===== src/rtl/hog_pkg.sv =====
// Shared constants for the HOG pipeline stages: Q8 tangent thresholds for the
// 20-degree bin edges, kernel neighbour indices and a small popcount helper.
package hog_pkg;

  localparam int unsigned T20       = 93;
  localparam int unsigned T40       = 215;
  localparam int unsigned T60       = 443;
  localparam int unsigned T80       = 1452;
  localparam int unsigned Q8_SHIFT  = 8;
  localparam int unsigned CMP_WIDTH = 20;
  localparam int unsigned NUM_BINS  = 9;

  // Kernel pixel index (r*3+c) of the four centre neighbours
  localparam int unsigned IDX_TOP    = 1;  // (0,1)
  localparam int unsigned IDX_LEFT   = 3;  // (1,0)
  localparam int unsigned IDX_RIGHT  = 5;  // (1,2)
  localparam int unsigned IDX_BOTTOM = 7;  // (2,1)

  function automatic logic [2:0] count4(input logic [3:0] f);
    count4 = 3'(f[0]) + 3'(f[1]) + 3'(f[2]) + 3'(f[3]);
  endfunction

endpackage


===== src/rtl/pipe_stage_ctrl.sv =====
// Valid/enable generator for one elastic pipeline stage: the stage loads when
// it is empty or when the stage after it is loading on the same cycle.
module pipe_stage_ctrl (
  input  logic clk,
  input  logic rst,
  input  logic in_valid,
  input  logic next_load,
  output logic load,
  output logic valid
);

  assign load = !valid || next_load;

  always_ff @(posedge clk) begin
    if (rst) begin
      valid <= 1'b0;
    end else if (load) begin
      valid <= in_valid;
    end
  end

endmodule


===== src/rtl/grad_bin.sv =====
// HOG gradient stage: centred-difference Gx/Gy on a 3x3 kernel, L1 magnitude
// and 9-bin unsigned orientation, three register stages with backpressure.
module grad_bin
  import hog_pkg::*;
#(
  parameter int PIXEL_WIDTH = 8,
  parameter int BLOCK_WIDTH = 3,
  parameter int MAG_WIDTH   = PIXEL_WIDTH + 1,
  parameter int BIN_WIDTH   = 4
) (
  input  logic                                         clk,
  input  logic                                         rst,
  input  logic                                         k_valid,
  output logic                                         k_ready,
  input  logic [BLOCK_WIDTH*BLOCK_WIDTH*PIXEL_WIDTH-1:0] kernel,
  input  logic                                         k_border,
  output logic                                         g_valid,
  input  logic                                         g_ready,
  output logic [MAG_WIDTH-1:0]                         mag,
  output logic [BIN_WIDTH-1:0]                         bin,
  output logic                                         g_border
);

  logic ld1, ld2, ld3;
  logic v1, v2;

  pipe_stage_ctrl u_s1 (.clk(clk), .rst(rst), .in_valid(k_valid), .next_load(ld2),
                        .load(ld1), .valid(v1));
  pipe_stage_ctrl u_s2 (.clk(clk), .rst(rst), .in_valid(v1), .next_load(ld3),
                        .load(ld2), .valid(v2));
  pipe_stage_ctrl u_s3 (.clk(clk), .rst(rst), .in_valid(v2), .next_load(g_ready),
                        .load(ld3), .valid(g_valid));

  assign k_ready = ld1;

  // ---------------- S1: gradients, fold, absolute values ----------------
  logic [PIXEL_WIDTH-1:0] p_l, p_r, p_t, p_b;
  logic                   unused_pixels;

  assign p_l = kernel[IDX_LEFT*PIXEL_WIDTH   +: PIXEL_WIDTH];
  assign p_r = kernel[IDX_RIGHT*PIXEL_WIDTH  +: PIXEL_WIDTH];
  assign p_t = kernel[IDX_TOP*PIXEL_WIDTH    +: PIXEL_WIDTH];
  assign p_b = kernel[IDX_BOTTOM*PIXEL_WIDTH +: PIXEL_WIDTH];
  assign unused_pixels = ^{kernel[0 +: PIXEL_WIDTH], kernel[2*PIXEL_WIDTH +: PIXEL_WIDTH],
                           kernel[4*PIXEL_WIDTH +: PIXEL_WIDTH], kernel[6*PIXEL_WIDTH +: PIXEL_WIDTH],
                           kernel[8*PIXEL_WIDTH +: PIXEL_WIDTH]};

  logic signed [PIXEL_WIDTH:0] gx, gy, fx, fy;
  logic                        flip;
  logic [PIXEL_WIDTH-1:0]      ax_n, ay_n;

  always_comb begin
    gx   = $signed({1'b0, p_r}) - $signed({1'b0, p_l});
    gy   = $signed({1'b0, p_b}) - $signed({1'b0, p_t});
    flip = gy[PIXEL_WIDTH] || (gy == '0 && gx[PIXEL_WIDTH]);
    fx   = flip ? -gx : gx;
    fy   = flip ? -gy : gy;
    ax_n = PIXEL_WIDTH'(fx[PIXEL_WIDTH] ? -fx : fx);
    ay_n = PIXEL_WIDTH'(fy);
  end

  logic [PIXEL_WIDTH-1:0] ax1, ay1;
  logic                   xneg1, zero1, bord1;

  always_ff @(posedge clk) begin
    if (ld1 && k_valid) begin
      ax1   <= ax_n;
      ay1   <= ay_n;
      xneg1 <= fx[PIXEL_WIDTH];
      zero1 <= (gx == '0) && (gy == '0);
      bord1 <= k_border;
    end
  end

  // ---------------- S2: tangent compares and magnitude ----------------
  // |Gx|+|Gy| equals |fx|+|fy|, so the magnitude is taken after the fold.
  logic [CMP_WIDTH-1:0] l_term;
  logic [3:0]           ge_n;

  always_comb begin
    l_term  = CMP_WIDTH'(ay1) << Q8_SHIFT;
    ge_n[0] = l_term >= CMP_WIDTH'(T20) * CMP_WIDTH'(ax1);
    ge_n[1] = l_term >= CMP_WIDTH'(T40) * CMP_WIDTH'(ax1);
    ge_n[2] = l_term >= CMP_WIDTH'(T60) * CMP_WIDTH'(ax1);
    ge_n[3] = l_term >= CMP_WIDTH'(T80) * CMP_WIDTH'(ax1);
  end

  logic [3:0]           ge2;
  logic [MAG_WIDTH-1:0] mag2;
  logic                 xneg2, zero2, bord2;

  always_ff @(posedge clk) begin
    if (ld2 && v1) begin
      ge2   <= ge_n;
      mag2  <= MAG_WIDTH'(ax1) + MAG_WIDTH'(ay1);
      xneg2 <= xneg1;
      zero2 <= zero1;
      bord2 <= bord1;
    end
  end

  // ---------------- S3: bin encode and output register ----------------
  // A zero gradient passes every L>=R compare, so it needs its own override.
  logic [BIN_WIDTH-1:0] bin_n;
  logic [MAG_WIDTH-1:0] mag_n;

  always_comb begin
    if (bord2 || zero2) begin
      bin_n = '0;
    end else if (xneg2) begin
      bin_n = BIN_WIDTH'(4) + BIN_WIDTH'(count4(~ge2));
    end else begin
      bin_n = BIN_WIDTH'(count4(ge2));
    end
    mag_n = bord2 ? '0 : mag2;
  end

  always_ff @(posedge clk) begin
    if (rst) begin
      mag      <= '0;
      bin      <= '0;
      g_border <= 1'b0;
    end else if (ld3 && v2) begin
      mag      <= mag_n;
      bin      <= bin_n;
      g_border <= bord2;
    end
  end

endmodule


===== config.mk =====
export PLATFORM = sky130hd
export DESIGN_NAME = grad_bin
export DESIGN_NICKNAME = d
export VERILOG_FILES = /design/src/rtl/hog_pkg.sv /design/src/rtl/pipe_stage_ctrl.sv /design/src/rtl/grad_bin.sv
export SDC_FILE = /design/constraint.sdc
export NUM_CORES = 1
export LEC_CHECK = 0
export CAP_MARGIN = 25
export CORE_UTILIZATION = 28
export CTS_BUF_LIST = sky130_fd_sc_hd__clkbuf_4 sky130_fd_sc_hd__clkbuf_8
export DETAILED_ROUTE_END_ITERATION = 10
export GPL_ROUTABILITY_DRIVEN = 0
export PLACE_DENSITY = 0.54
export SYNTH_ARGS = -nofsm -noshare
export SYNTH_HDL_FRONTEND = slang
export SYNTH_HIERARCHICAL = 1
export SYNTH_SLANG_ARGS = --single-unit

===== constraint.sdc =====
create_clock -name clk -period 15.69 [get_ports clk]
set_input_delay 3.138 -clock clk [delete_from_list [all_inputs] [get_ports clk]]
set_output_delay 3.138 -clock clk [all_outputs]
set_load 0.01 [all_outputs]

==> results of run 1 <==
per-stage QoR:
| step | util [%] | hold slack [ns] | setup slack, ns | instances |
|---|---|---|---|---|
| final | 32.1 | 0.426 | 8.02 | 1438 |
| after global routing | 32.1 | 0.438 | 7.97 | 1438 |
| after CTS | 32.1 | 0.428 | 8.01 | 1438 |
| after detailed placement | 31.8 | 0.405 | 8.02 | 1430 |
| after global placement | 31.8 | 0.401 | 8.03 | 1430 |
| after floorplan | - | 0.400 | 8.98 | 981 |
critical path, cell delays in order:
cell and delay, ns:
clkdlybuf4s50_1 0.46, nand2b_4 0.13, nand2b_4 0.13, nand2b_4 0.13, clkdlybuf4s50_1 0.53
sequential cells by signal (all words and copies together) (netlist names):
register and count:
bord2 1, bin 4, u_s1/valid 1, mag 9, ge2 4, ay1 8, mag2 9, u_s2/valid 1
u_s3/valid 1, g_border 1, xneg2 1, zero2 1, bord1 1, ax1 8, xneg1 1, zero1 1
synth_stat cells (4+ instances only):
master,number
nor3_1,15
a21boi_0,4
fa_1,68
nand2b_1,15
edfxtp_1,35
or2_2,7
xor2_1,36
o21bai_1,8
nor4_1,5
o21ai_0,28
or3_1,7
nor2_1,58
nor2b_1,15
o2111ai_1,5
a21oi_1,67
a21o_1,24
a31oi_1,5
and3_1,4
a22oi_1,5
inv_1,181
clkbuf_1,5
xnor2_1,47
nor3b_1,9
nand3_1,13
nand2_1,25
dfxtp_1,17
and2_1,7
o21a_1,5
ha_1,202
layer usage:
| metal | vias to the layer above | GRT usage [%] |
|---|---|---|
| li1 | 3465 | - |
| met1 | 3167 | 17.6 |
| met2 | 64 | 22.1 |
| met3 | 4 | 0.898 |
| met4 | 0 | 0.773 |
| met5 | - | 0 |
cells in the final DEF (no fill, tap or decap), drive strengths merged, types with 6 or more instances in the layout:
cell | netlist | routed
a21o | 24 | 24
a21oi | 70 | 70
a31oi | 6 | 6
and2 | 9 | 9
clkdlybuf4s50 | 0 | 52
dfxtp | 17 | 17
edfxtp | 35 | 35
fa | 68 | 68
ha | 202 | 202
inv | 181 | 181
nand2 | 25 | 25
nand2b | 18 | 18
nand3 | 13 | 13
nor2 | 58 | 58
nor2b | 15 | 15
nor3 | 16 | 16
nor3b | 9 | 9
o21ai | 30 | 30
o21bai | 8 | 8
or2 | 7 | 7
or3 | 7 | 7
xnor2 | 47 | 47
xor2 | 36 | 36
final cells by class:
cell class	count	area share, %
repair buffers	54	5.25
clock buffers	5	0.675
multi-input cells	741	68.4
clock inverters	3	0.417
well taps	402	4.94
inverters	181	6.67
flip-flops and latches	52	13.7
cells by family (layout without fill, tap and decap cells):
logic type,count (synthesis),in the layout
flops,52,52
mux,5,5
fa+ha+maj,270,270
xor+xnor,83,83
compound gates,186,186
buf+inv,188,243
simple gates,197,197
worst max path at each step:
stage | from | endpoint | slack [ns]
finish | g_ready | k_ready | 8.02
detailed placement | g_ready | k_ready | 8.02
floorplan | g_ready | k_ready | 8.98
global route | g_ready | k_ready | 7.97
global placement | g_ready | k_ready | 8.03
CTS | g_ready | k_ready | 8.01
==> results.py, run 1 <==
metrics = {
    "run_status": {
        "outcome": "complete, no violations",
    },
    "synthesis": {
        "synthMuxAreaShare_pct": 0.592,
        "ys.warnings.count": 6,
        "yosysUniqueCellTypes": 71,
        "yosysSeqAreaShare_pct": 15.3,
        "avgSynthCellArea_um2": 9.26,
        "synth_cells": 981,
        "synth-adder-area-share_pct": 42.8,
        "ys_ff_latch": 52,
        "synth_largest_area_cell": "ha_1",
        "synth_top_area_share_pct": 27.8,
        "synthArstFlopShare_pct": 0,
        "synth-xor-area-share_pct": 8.00,
        "yosys_most_used_dff": "edfxtp_1",
        "synth_top_family_by_area": "adder cells",
        "synth_compound_area_share_pct": 13.5,
        "syn_area_um2": 9080,
        "yosys.area_share.simple_pct": 11.9,
        "synth-edff-count": 35,
        "synth_area_leaders": "ha_1 28%, fa_1 15%, edfxtp_1 12%",
        "synth_nets": 1328,
    },
    "worst_hold_path": {
        "hold_path_depth": 0,
        "hp-class": "register to register",
        "hp-start": "bord1",
        "whs_endpoint": "bord2",
    },
    "placed_design": {
        "placedInstanceArea_um2": 10100,
        "io_buffers": 52,
        "hpwl_mm": 17.0,
    },
    "worst_setup_path": {
        "critPathLaunchType": "input port",
        "rr_worst_depth": 21,
        "cp-end-kind": "primary output",
        "r2r_slack_ns": 9.50,
        "worstReg2RegStart": "ax1[3]",
        "critPathRequiredTime_ns": 12.55,
        "path_max_fanout": 4,
        "r2r-end": "ge2[2]",
        "crit_type": "input port to primary output",
        "cp.arrival_ns": 4.53,
    },
    "cts": {
        "cts_sinks": 52,
        "htreeDepth": 2,
        "ctsHoldBuffers": 0,
        "cts_root_buf": "clkbuf_8",
        "cts_resized": 0,
        "cts_setup_buffers": 0,
        "cts_tree": "yes",
        "clk_latency_ns": 0.30,
        "clockBufferDepth": 2,
        "path_clk_slew_ns": 0.08,
        "cts_made_buffers": 5,
    },
    "route": {
        "ant_nets": 0,
        "top_layer": "met4",
        "wl_per_cell_um": 14.1,
        "drc": 0,
        "wl_met2_mm": 9.80,
        "firstDrtPassIters": 5,
        "vias": 6700,
        "viasPerCell": 4.66,
        "drt_iter0_drc": 265,
        "wirelength_mm": 20.3,
        "wl_met1_mm": 9.92,
        "wl_met3_um": 505,
    },
    "timing": {
        "fin_skew_ns": 0.0121,
        "fin_crit_ns": 7.67,
        "worst_pin_slew_ns": 0.802,
        "hold_viol": 0,
        "maxSlewViolCount": 0,
        "fin_crit_sh_pct": 48.9,
        "max-slew-margin-rel_pct": 46.5,
        "setup_tns_ns": 0,
        "fmax_ghz": 0.130,
        "setup_viol": 0,
        "rsz0062_at_grt": "no",
    },
    "global_routing": {
        "grt_max_degree": 25,
        "overflow": 0,
        "antenna_found_initial": 0,
        "grt_first_pass_wirelength_mm": 33.8,
        "grt_util_all_layers_pct": 12.6,
        "grt_pass1_vias": 6744,
    },
    "layout": {
        "area_growth_syn_to_layout_pct": 12.2,
        "finalNetCount": 1382,
        "drive_gt1_share_pct": 3.57,
        "ff_latch_area_um2": 1390,
        "nFillCells": 3327,
        "multiInputGateArea_um2": 6970,
        "final_area_um2": 10200,
        "insertedDiodeCount": 0,
    },
    "run": {
        "drv_cap": 0,
    },
    "floorplan": {
        "initial_core_util_pct": 28.6,
        "core_um2": 31700,
        "ios": 93,
        "die-area_um2": 33200,
        "core.rowCount": 65,
        "die_x_um": 182,
        "chipHeight_um": 182,
    },
}
Power of run 1 is not shown: default switching activity piles up to over one toggle a cycle in this logic, so the estimate is an artifact.
==> run 2, diff against run 1 <==
- PLACE_DENSITY: 0.54 -> 0.56
- clock period: 15.69 -> 6.1 ns (I/O delays scaled with it)
==> run 2 against run 1 <==
  * Non-clock buffer count rose by 15
  * Register-to-register slack worse by 9.1 ns
  * First-iteration DRC count down 14%
  * Final cell count rose by 1.0%
  * Worst setup slack worse by 7.7 ns
  * Flip-flop and latch count did not move
==> results.py, run 2 (synthesis results as in run 1) <==
metrics = {
    "timing": {
        "worst_pin_slew_ns": 0.796,
        "fin_ws_ns": 0.373,
        "hold_viol": 0,
        "hold_ws_ns": 0.419,
        "fin_skew_ns": 0.0101,
        "setup_viol": 0,
        "fin_crit_ns": 5.73,
        "fin_crit_sh_pct": 93.9,
        "max-slew-margin-rel_pct": 46.1,
        "maxSlewViolCount": 0,
        "fmax_ghz": 0.175,
        "setup_tns_ns": 0,
        "rsz0062_at_grt": "no",
    },
    "worst_setup_path": {
        "cp.arrival_ns": 5.89,
        "crit_type": "register to register",
        "path_max_fanout": 4,
        "cp-end-kind": "register",
        "slowest_stage": "fa_1",
        "cp_cell_sequence": "fa_1, xor2_1, ha_1, fa_1, inv_1, fa_1, inv_1, ha_1, a21boi_0, o21ai_0, a21boi_0, o21ai_0, nand2b_1, xnor2_1, ha_1, nand4_1, nor4_1, o21ai_0, o41ai_1, buf_4, a21o_1, a21oi_1, o21ai_0",
        "critPathRequiredTime_ns": 6.26,
        "r2r-end": "ge2[1]",
        "cp_slowest_stage_delay_ns": 0.66,
        "path_common_cell": "o21ai_0",
        "r2r_slack_ns": 0.37,
        "rr_worst_depth": 23,
        "worstReg2RegStart": "ax1[5]",
        "critPathLaunchType": "register",
    },
    "run_status": {
        "outcome": "complete, no violations",
    },
    "cts": {
        "cts_made_buffers": 5,
        "cts_root_buf": "clkbuf_8",
        "clockBufferDepth": 2,
        "cts_tree": "yes",
        "path_clk_slew_ns": 0.09,
        "cts_setup_buffers": 0,
        "cts_resized": 0,
        "clk_latency_ns": 0.31,
        "htreeDepth": 2,
        "cts_sinks": 52,
        "ctsHoldBuffers": 0,
    },
    "route": {
        "vias": 6719,
        "wl_per_cell_um": 14.0,
        "drc": 0,
        "drt_iter0_drc": 227,
        "wirelength_mm": 20.3,
        "ant_nets": 0,
        "viasPerCell": 4.62,
        "firstDrtPassIters": 4,
    },
    "run": {
        "drv_cap": 0,
    },
    "layout": {
        "largest_registers": "mag2: 9 flops, mag: 9 flops",
        "drive_gt1_share_pct": 5.14,
        "mostFrequentLayoutCell": "ha_1",
        "finalNetCount": 1397,
        "final_area_um2": 10300,
        "area_growth_syn_to_layout_pct": 13.3,
        "insertedDiodeCount": 0,
        "final_cell_mix": "202 x ha_1, 181 x inv_1, 68 x fa_1",
        "nFillCells": 3317,
    },
    "global_routing": {
        "grt_first_pass_wirelength_mm": 33.6,
        "overflow": 0,
        "grt_max_degree": 25,
        "antenna_found_initial": 0,
        "grt_pass1_vias": 6833,
        "grt_util_all_layers_pct": 12.6,
    },
    "worst_hold_path": {
        "hold_path_depth": 0,
        "hp-start": "xneg1",
        "whs_endpoint": "xneg2",
        "hp-class": "register to register",
    },
    "floorplan": {
        "core_um2": 31700,
        "ios": 93,
        "die-area_um2": 33200,
        "die_x_um": 182,
        "core.rowCount": 65,
        "chipHeight_um": 182,
        "initial_core_util_pct": 28.6,
    },
    "placed_design": {
        "hpwl_mm": 17.5,
        "placedInstanceArea_um2": 10200,
        "io_buffers": 52,
        "dp_worst_setup_slack_ns": 0.318,
    },
}
## run 2: changes by cell type in the layout (fill, tap and decap cells not counted)
cell	before	now
nor4_2	0	1
clkbuf_4	0	2
clkinv_1	1	0
buf_4	2	17
clkinv_4	1	0
nor4_1	5	4
clkinv_2	0	1
bufinv_16	1	0
## run 2: routing by layer
metal,GRT usage [%],vias up,share of wire [%]
met1,17.2,3141,50
li1,-,3484,-
met4,3.06,0,2.3
met3,1.38,22,2.5
met5,0,-,0
met2,21.2,72,46
## run 2: how the worst max path moves through the flow
stage | start | endpoint | slack (ns) | cells after the start
2_1_floorplan | ax1[6] | ge2[1] | 0.87 | 22
3_3_place_gp | ax1[5] | ge2[1] | 0.47 | 23
3_5_place_dp | ax1[6] | ge2[2] | 0.32 | 23
4_1_cts | ax1[6] | ge2[2] | 0.28 | 23
5_1_grt | ax1[6] | ge2[2] | 0.04 | 23
6_report | ax1[5] | ge2[1] | 0.37 | 23
## run 2: layout make-up
| class | instances | area [µm²] | area share [%] |
|---|---|---|---|
| well taps | 402 | 503 | 4.89 |
| inverters | 181 | 679 | 6.60 |
| multi-input cells | 741 | 6980 | 67.8 |
| flip-flops and latches | 52 | 1390 | 13.5 |
| clock buffers | 7 | 83.8 | 0.815 |
| clock inverters | 1 | 5.00 | 0.0486 |
| repair buffers | 69 | 648 | 6.30 |
## run 2: worst max-delay path, delay by kind of cell (launching register included)
family | cells | cell delay, ns
AOI/OAI and AO/OA | 9 | 1.43
buffers and inverters | 3 | 0.28
xor gates and xnor gates | 2 | 0.37
adders and majority gates | 6 | 2.65
DFF | 1 | 0.43
and+or+nand+nor | 3 | 0.41
## run 2: per-stage QoR
step	utilization, %	instances
after global placement	32.1	1445
after floorplan	-	981
after CTS	32.4	1453
after detailed placement	32.1	1445
final	32.4	1453
after global routing	32.4	1453
Power of run 2 is left out for the same reason.
